$ cat config.mk
export PLATFORM = sky130hd
export DESIGN_NAME = pc_sequencer
export DESIGN_NICKNAME = d
export VERILOG_FILES = /design/src/rtl/cpu_pkg.sv /design/src/rtl/pc_reg.sv /design/src/rtl/pc_sequencer.sv
export SDC_FILE = /design/constraint.sdc
export NUM_CORES = 1
export LEC_CHECK = 0
export ABC_AREA = 1
export CORE_MARGIN = 2
export CORE_UTILIZATION = 47
export DETAILED_ROUTE_END_ITERATION = 7
export PLACE_DENSITY = 0.86
export SLEW_MARGIN = 20
export SYNTH_ARGS = -nofsm -noshare
export SYNTH_HDL_FRONTEND = slang
export SYNTH_SLANG_ARGS = --single-unit
$ cat constraint.sdc
create_clock -name clk -period 3.3 [get_ports clk]
set_input_delay 0.66 -clock clk [delete_from_list [all_inputs] [get_ports clk]]
set_output_delay 0.66 -clock clk [all_outputs]
set_load 0.05 [all_outputs]
$ cat src/rtl/cpu_pkg.sv
// Shared CPU definitions: sequencer state encoding, datapath widths and the
// default reset vector.
package cpu_pkg;

  localparam int unsigned PC_WIDTH      = 16;
  localparam int unsigned INSTR_W       = 16;
  localparam logic [15:0] RESET_VEC_DEF = 16'h0000;

  typedef enum logic [2:0] {
    IDLE   = 3'd0,
    FETCH  = 3'd1,
    DECODE = 3'd2,
    EXEC   = 3'd3,
    UPDATE = 3'd4
  } seq_state_e;

endpackage

$ cat src/rtl/pc_reg.sv
// Program counter register: synchronous active-high reset to RESET_VEC,
// loaded with ld_val_i whenever ld_en_i is high.
module pc_reg
  import cpu_pkg::*;
#(
  parameter int unsigned       PC_W      = PC_WIDTH,
  parameter logic [PC_W-1:0]   RESET_VEC = PC_W'(RESET_VEC_DEF)
) (
  input  logic            clk,
  input  logic            reset,
  input  logic            ld_en_i,
  input  logic [PC_W-1:0] ld_val_i,
  output logic [PC_W-1:0] pc_o
);

  logic [PC_W-1:0] pc_q;

  always_ff @(posedge clk) begin
    if (reset)        pc_q <= RESET_VEC;
    else if (ld_en_i) pc_q <= ld_val_i;
  end

  assign pc_o = pc_q;

endmodule

$ cat src/rtl/pc_sequencer.sv
// Instruction sequencer: FETCH/DECODE/EXEC/UPDATE FSM, instruction register,
// next-PC selection. Define PC_SEQ_LINK_EN to enable the jump-and-link register.
module pc_sequencer
  import cpu_pkg::*;
#(
  parameter int unsigned     PC_W      = PC_WIDTH,
  parameter logic [PC_W-1:0] RESET_VEC = PC_W'(RESET_VEC_DEF)
) (
  input  logic               clk,
  input  logic               reset,
  input  logic               run,
  output logic               imem_req,
  output logic [PC_W-1:0]    imem_addr,
  input  logic               imem_ack,
  input  logic [INSTR_W-1:0] imem_data,
  output logic [INSTR_W-1:0] ir,
  output logic               ex_start,
  input  logic               ex_done,
  input  logic               br_take,
  input  logic [PC_W-1:0]    br_target,
  input  logic               link_req,
  output logic [PC_W-1:0]    pc,
  output logic               en_pc,
  output logic [PC_W-1:0]    link,
  output logic               link_we,
  output logic               busy
);

  seq_state_e         state_q, state_d;
  logic [INSTR_W-1:0] ir_q;
  logic               br_take_q;
  logic [PC_W-1:0]    br_target_q;
  logic [PC_W-1:0]    pc_inc;
  logic [PC_W-1:0]    pc_next;

  assign pc_inc  = pc + PC_W'(1);
  assign pc_next = br_take_q ? br_target_q : pc_inc;

  pc_reg #(
    .PC_W      (PC_W),
    .RESET_VEC (RESET_VEC)
  ) u_pc_reg (
    .clk      (clk),
    .reset    (reset),
    .ld_en_i  (en_pc),
    .ld_val_i (pc_next),
    .pc_o     (pc)
  );

`ifdef PC_SEQ_LINK_EN
  logic            link_req_q;
  logic [PC_W-1:0] link_q;

  always_ff @(posedge clk) begin
    if (reset) begin
      link_req_q <= 1'b0;
      link_q     <= '0;
    end else begin
      if (state_q == EXEC && ex_done) link_req_q <= link_req;
      if (link_we)                    link_q     <= pc_inc;
    end
  end

  assign link = link_q;
`else
  logic link_req_unused;
  assign link_req_unused = link_req;
  assign link            = '0;
`endif

  always_comb begin
    state_d  = state_q;
    imem_req = 1'b0;
    ex_start = 1'b0;
    en_pc    = 1'b0;
    link_we  = 1'b0;
    busy     = 1'b1;
    case (state_q)
      IDLE: begin
        busy = 1'b0;
        if (run) state_d = FETCH;
      end
      FETCH: begin
        imem_req = 1'b1;
        if (imem_ack) state_d = DECODE;
      end
      DECODE: begin
        ex_start = 1'b1;
        state_d  = EXEC;
      end
      EXEC: begin
        if (ex_done) state_d = UPDATE;
      end
      UPDATE: begin
        en_pc = 1'b1;
`ifdef PC_SEQ_LINK_EN
        link_we = br_take_q & link_req_q;
`endif
        state_d = run ? FETCH : IDLE;
      end
      default: begin
        busy    = 1'b0;
        state_d = IDLE;
      end
    endcase
  end

  always_ff @(posedge clk) begin
    if (reset) begin
      state_q     <= IDLE;
      ir_q        <= '0;
      br_take_q   <= 1'b0;
      br_target_q <= '0;
    end else begin
      state_q <= state_d;
      if (state_q == FETCH && imem_ack) ir_q <= imem_data;
      if (state_q == EXEC && ex_done) begin
        br_take_q   <= br_take;
        br_target_q <= br_target;
      end
    end
  end

  assign ir        = ir_q;
  assign imem_addr = pc;

endmodule

* After elaboration in Yosys (flattened, before gate mapping)
Cells that the tools add are included.
W data, S select, Z words.
** Cells by class
- Add/subtract/negate cells :: 1
- Equal/unequal tests :: 7
- Mux-type cells :: 10
- Reductions and logical operators :: 5
** Operators with widths (number)
- $add A16 B1 Y16 const B :: 1
- $mux W16 :: 1
- $pmux W3 S5 :: 1
- $mux W3 :: 3
- $eq A3 B2 Y1 const B :: 2
- $ne A2 B2 Y1 const B :: 3
- $mux W1 :: 5
- $reduce_or A4 Y1 :: 1
- $eq A3 B1 Y1 const B :: 1
- $eq A3 B3 Y1 const B :: 1
- $logic_not A3 Y1 :: 1
- $reduce_and A3 Y1 :: 1
- $logic_and A1 B1 Y1 :: 2
** Storage, ports and cells
- Flip-flop bits (word level) :: 52
- Logic and storage cells :: 28

* Longest topological paths before layout
- Depth in word-level cells :: 3
- Mapped depth :: 9
- Gate-level depth less buffers :: 9

* Modules after synthesis
A second synthesis with hierarchy kept.
** Second synthesis, totals
- Cells, all modules :: 427
- Area total of the unflattened synthesis :: 2871.5 um^2
** By module, submodules not included
- pc_sequencer :: instances 1, cells each 326, area an instance 2200.9 um^2
- pc_reg :: instances 1, cells each 101, area an instance 670.6 um^2

* Worst setup path after synthesis
OpenSTA, ideal clock, no wires.
- Kind :: register to output
- From :: reg state_q[0]
- To :: out busy
- Arrival time :: 1175 ps
- Data required time :: 2640 ps
- Path slack :: 1465 ps
- Stages on the path, launching flop included :: 7
- Buffers on the path :: 1
- Cell sequence :: dfxtp_1 nor2_1 inv_2 nor2_4 inv_2 buf_6 nand2_1
** On the way
- Word-level cells in the longest chain between the ends :: 3
- Elaborated cells on any way between the ends :: 6
** Ends and longest elaborated chain
- from (decl) :: RTL line pc_sequencer.sv:29 : seq_state_e state_q, state_d;
- from (signal assigned) :: RTL line pc_sequencer.sv:115 : state_q <= state_d;
- $eq A3 B1 Y1, or another cell as far along :: RTL line pc_sequencer.sv:78 : case (state_q)
- $reduce_or A4 Y1 (no source line) *
- $mux W1 * :: RTL line pc_sequencer.sv:78
- to (decl) :: RTL line pc_sequencer.sv:26 : output logic busy
Every way passes the cells marked *; elsewhere a longest branch is shown, timed or not.

* Final worst setup path
- From :: reg state_q[0]
- To :: out en_pc
** On the way
- Word-level cells in the longest chain between the ends :: 2
** Ends and longest elaborated chain
- $eq A3 B3 Y1 :: RTL line pc_sequencer.sv:78
- $mux W1 :: RTL line pc_sequencer.sv:78
- to (decl) :: RTL line pc_sequencer.sv:23 : output logic en_pc,
No other way between the ends.

==> impl_metrics.toml <==
[run_status]
status = "finished, final reports clean"

[clock_tree]
insertion_delay_ns = 0.31
hold_buffers = 0
post_cts.repair.setup_buffers = 0
cts_resized = 0
cts_buffers = 5
cts_tree = "done"
clkTransAtPathRegs_ns = 0.09
htreeDepth = 2
clock-sinks = 52
clockBufferDepth = 2
cts-root-buf = "clkbuf_8"

[power_and_ir_drop]
peakVddDrop_mv = 0.387
total_power_mw = 1.51
leakagePower_nw = 1.33
p_per_area_nw_per_um2 = 429

[synthesis]
synth.distinct_cells = 26
netlist_area_um2 = 2690
synth.mux.area_fraction_pct = 0
synth-compound-area-share_pct = 19.3
synthAdderAreaFrac_pct = 0.465
yosysSeqAreaShare_pct = 38.7
avgSynthCellArea_um2 = 7.00
synth-seq-cells = 52
async_flop_share_pct = 0
yosys_warnings = 0
synth_top_family_by_area = "simple AND/OR/NAND/NOR gates"
synthSimpleGateAreaFrac_pct = 23.5
yosys.area_share.xor_xnor_pct = 0
synth-edff-count = 0
synth-main-ff-cell = "dfxtp_1"
syn_inst = 384

[placement]
gp_congestion = 0.906
port_buffers = 89
hpwlAfterDp_um = 4560
preCtsSetupSlack_ns = 0.900
placed_area_um2 = 3400
dp.cells = 513

[sta]
max_slew.worst_pin.slew_ns = 0.793
finalClockSkew_ns = 0.0101
worst_hold_slack_ns = 0.460
finalCriticalPeriod_ns = 2.74
slew_headroom_pct = 47.1
rsz0062_at_grt = "false"
setup_tns_ns = 0
setup_ws_ns = 0.558
max_freq_mhz = 365
timing_hold_violations_final = 0
drv_slew = 0
post-route-period-util_pct = 83.1
setup_viol = 0

[drt]
drt_iter0_drc = 168
drc = 0
vias_per_cell = 5.01
vias = 2610
wl_per_cell_um = 12.0
routed_wl_um = 6260
postRouteAntennaNets = 0
drt_pre_antenna_iters = 4

[die]
die_area_um2 = 6340
dieHeight_um = 79.6
core_area_um2 = 5510
die_x_um = 79.6
rows = 27
initial_core_util_pct = 48.8
io_pins = 108

[finish]
drive_above_1_share_pct = 6.24
insertedDiodeCount = 0
stdcell_count = 521
fin_util_pct = 63.8
most-common-layout-cells = "clkdlybuf4s50_1 (89), nand2_1 (68), nor2_1 (52), dfxtp_1 (52), a21oi_1 (33)"
area_growth_pct = 30.7
post-route-cell-area_um2 = 3510
nets = 488
final_common_cell = "clkdlybuf4s50_1"

[critical_path]
critical_path.endpoint_type = "output pin"
cp_data_arrival_time_ns = 2.08
path_max_fanout = 20
critPathSlowestCell = "clkdlybuf4s50_1"
required_ns = 2.64
crit_chain = "nor2_1 > inv_2 > nor2_4 > buf_4 > clkdlybuf4s50_1"
critPathKind = "flip-flop to output pin"
critPathLaunchType = "flip-flop"
cpPeakStageDelay_ns = 0.84

[hold_path]
min_path_type = "flip-flop to flip-flop"

[grt]
grt_pass1_wl_um = 10500
grt_usage_pct = 20.6
grt_pass1_vias = 2498
grt_max_degree = 33
grt_overflow = 0
antenna_found_initial = 0

[job]
cap_viol_max_count = 0
[Yosys cell counts (5+ instances only)]
master    instances  area share, %
a21oi_1          33            6.1
a21oi_2           9            2.9
buf_4            34            9.5
clkbuf_1          7           0.98
dfxtp_1          52             39
inv_1            32            4.5
inv_2             5           0.70
nand2_1          68            9.5
nand3_1          22            4.1
nor2_1           52            7.3
o21ai_0          30            5.6
o21ai_1          12            2.2
[area by class of cell]
type                    count  area, um2
fillers                   483       1990
multi-input cells         261       1230
flip-flops and latches     52       1040
repair buffers             91        906
inverters                  37        139
well taps                  72       90.1
clock buffers               5       68.8
clock inverters             3       42.5
[sequential cells by signal (all words and copies together) (netlist names)]
signal         flops
br_target_q       16
ir                16
u_pc_reg.pc_o     16
state_q            3
br_take_q          1
[cell families after synthesis]
kind of cell | Yosys count
and+or+nand+nor | 150
adders and majority gates | 1
buffers and inverters | 87
DFF | 52
other | 1
AOI/OAI and AO/OA | 93
[where the power goes]
part / leakage (nW) / internal (mW) / switching [mW] / total (mW)
clock: 0.0541 / 0.225 / 0.217 / 0.442
sequential: 0.422 / 0.663 / 0.0215 / 0.685
combinational: 0.858 / 0.123 / 0.258 / 0.382
[layer usage]
layer  vias up  share of wire (%)  GRT usage [%]
met4         0                2.2           9.31
met3        16                 11           8.14
met1      1144                 43           24.2
met5         -                  0              0
met2       128                 44           33.0
li1       1322                  -              -
[worst max-delay path: cells and delay by family, from the launching register on]
family	cells	cell delay, ns
buffers and inverters	3	1.15
and+or+nand+nor	2	0.30
DFF	1	0.33
[worst paths after layout]
path                                   end  depth (start not counted)  slack, ns                   startpoint
max                                  en_pc                          5       0.56      state_q[0]$_SDFFE_PP0P_
min            br_target_q[7]$_SDFFE_PP0P_                          2       0.46  br_target_q[7]$_SDFFE_PP0P_
max reg2reg  u_pc_reg.pc_o[2]$_SDFFE_PP0N_                          4       1.44       br_take_q$_SDFFE_PP0P_
min reg2reg    br_target_q[7]$_SDFFE_PP0P_                          2       0.46  br_target_q[7]$_SDFFE_PP0P_
(Power assumes the default switching activity.)
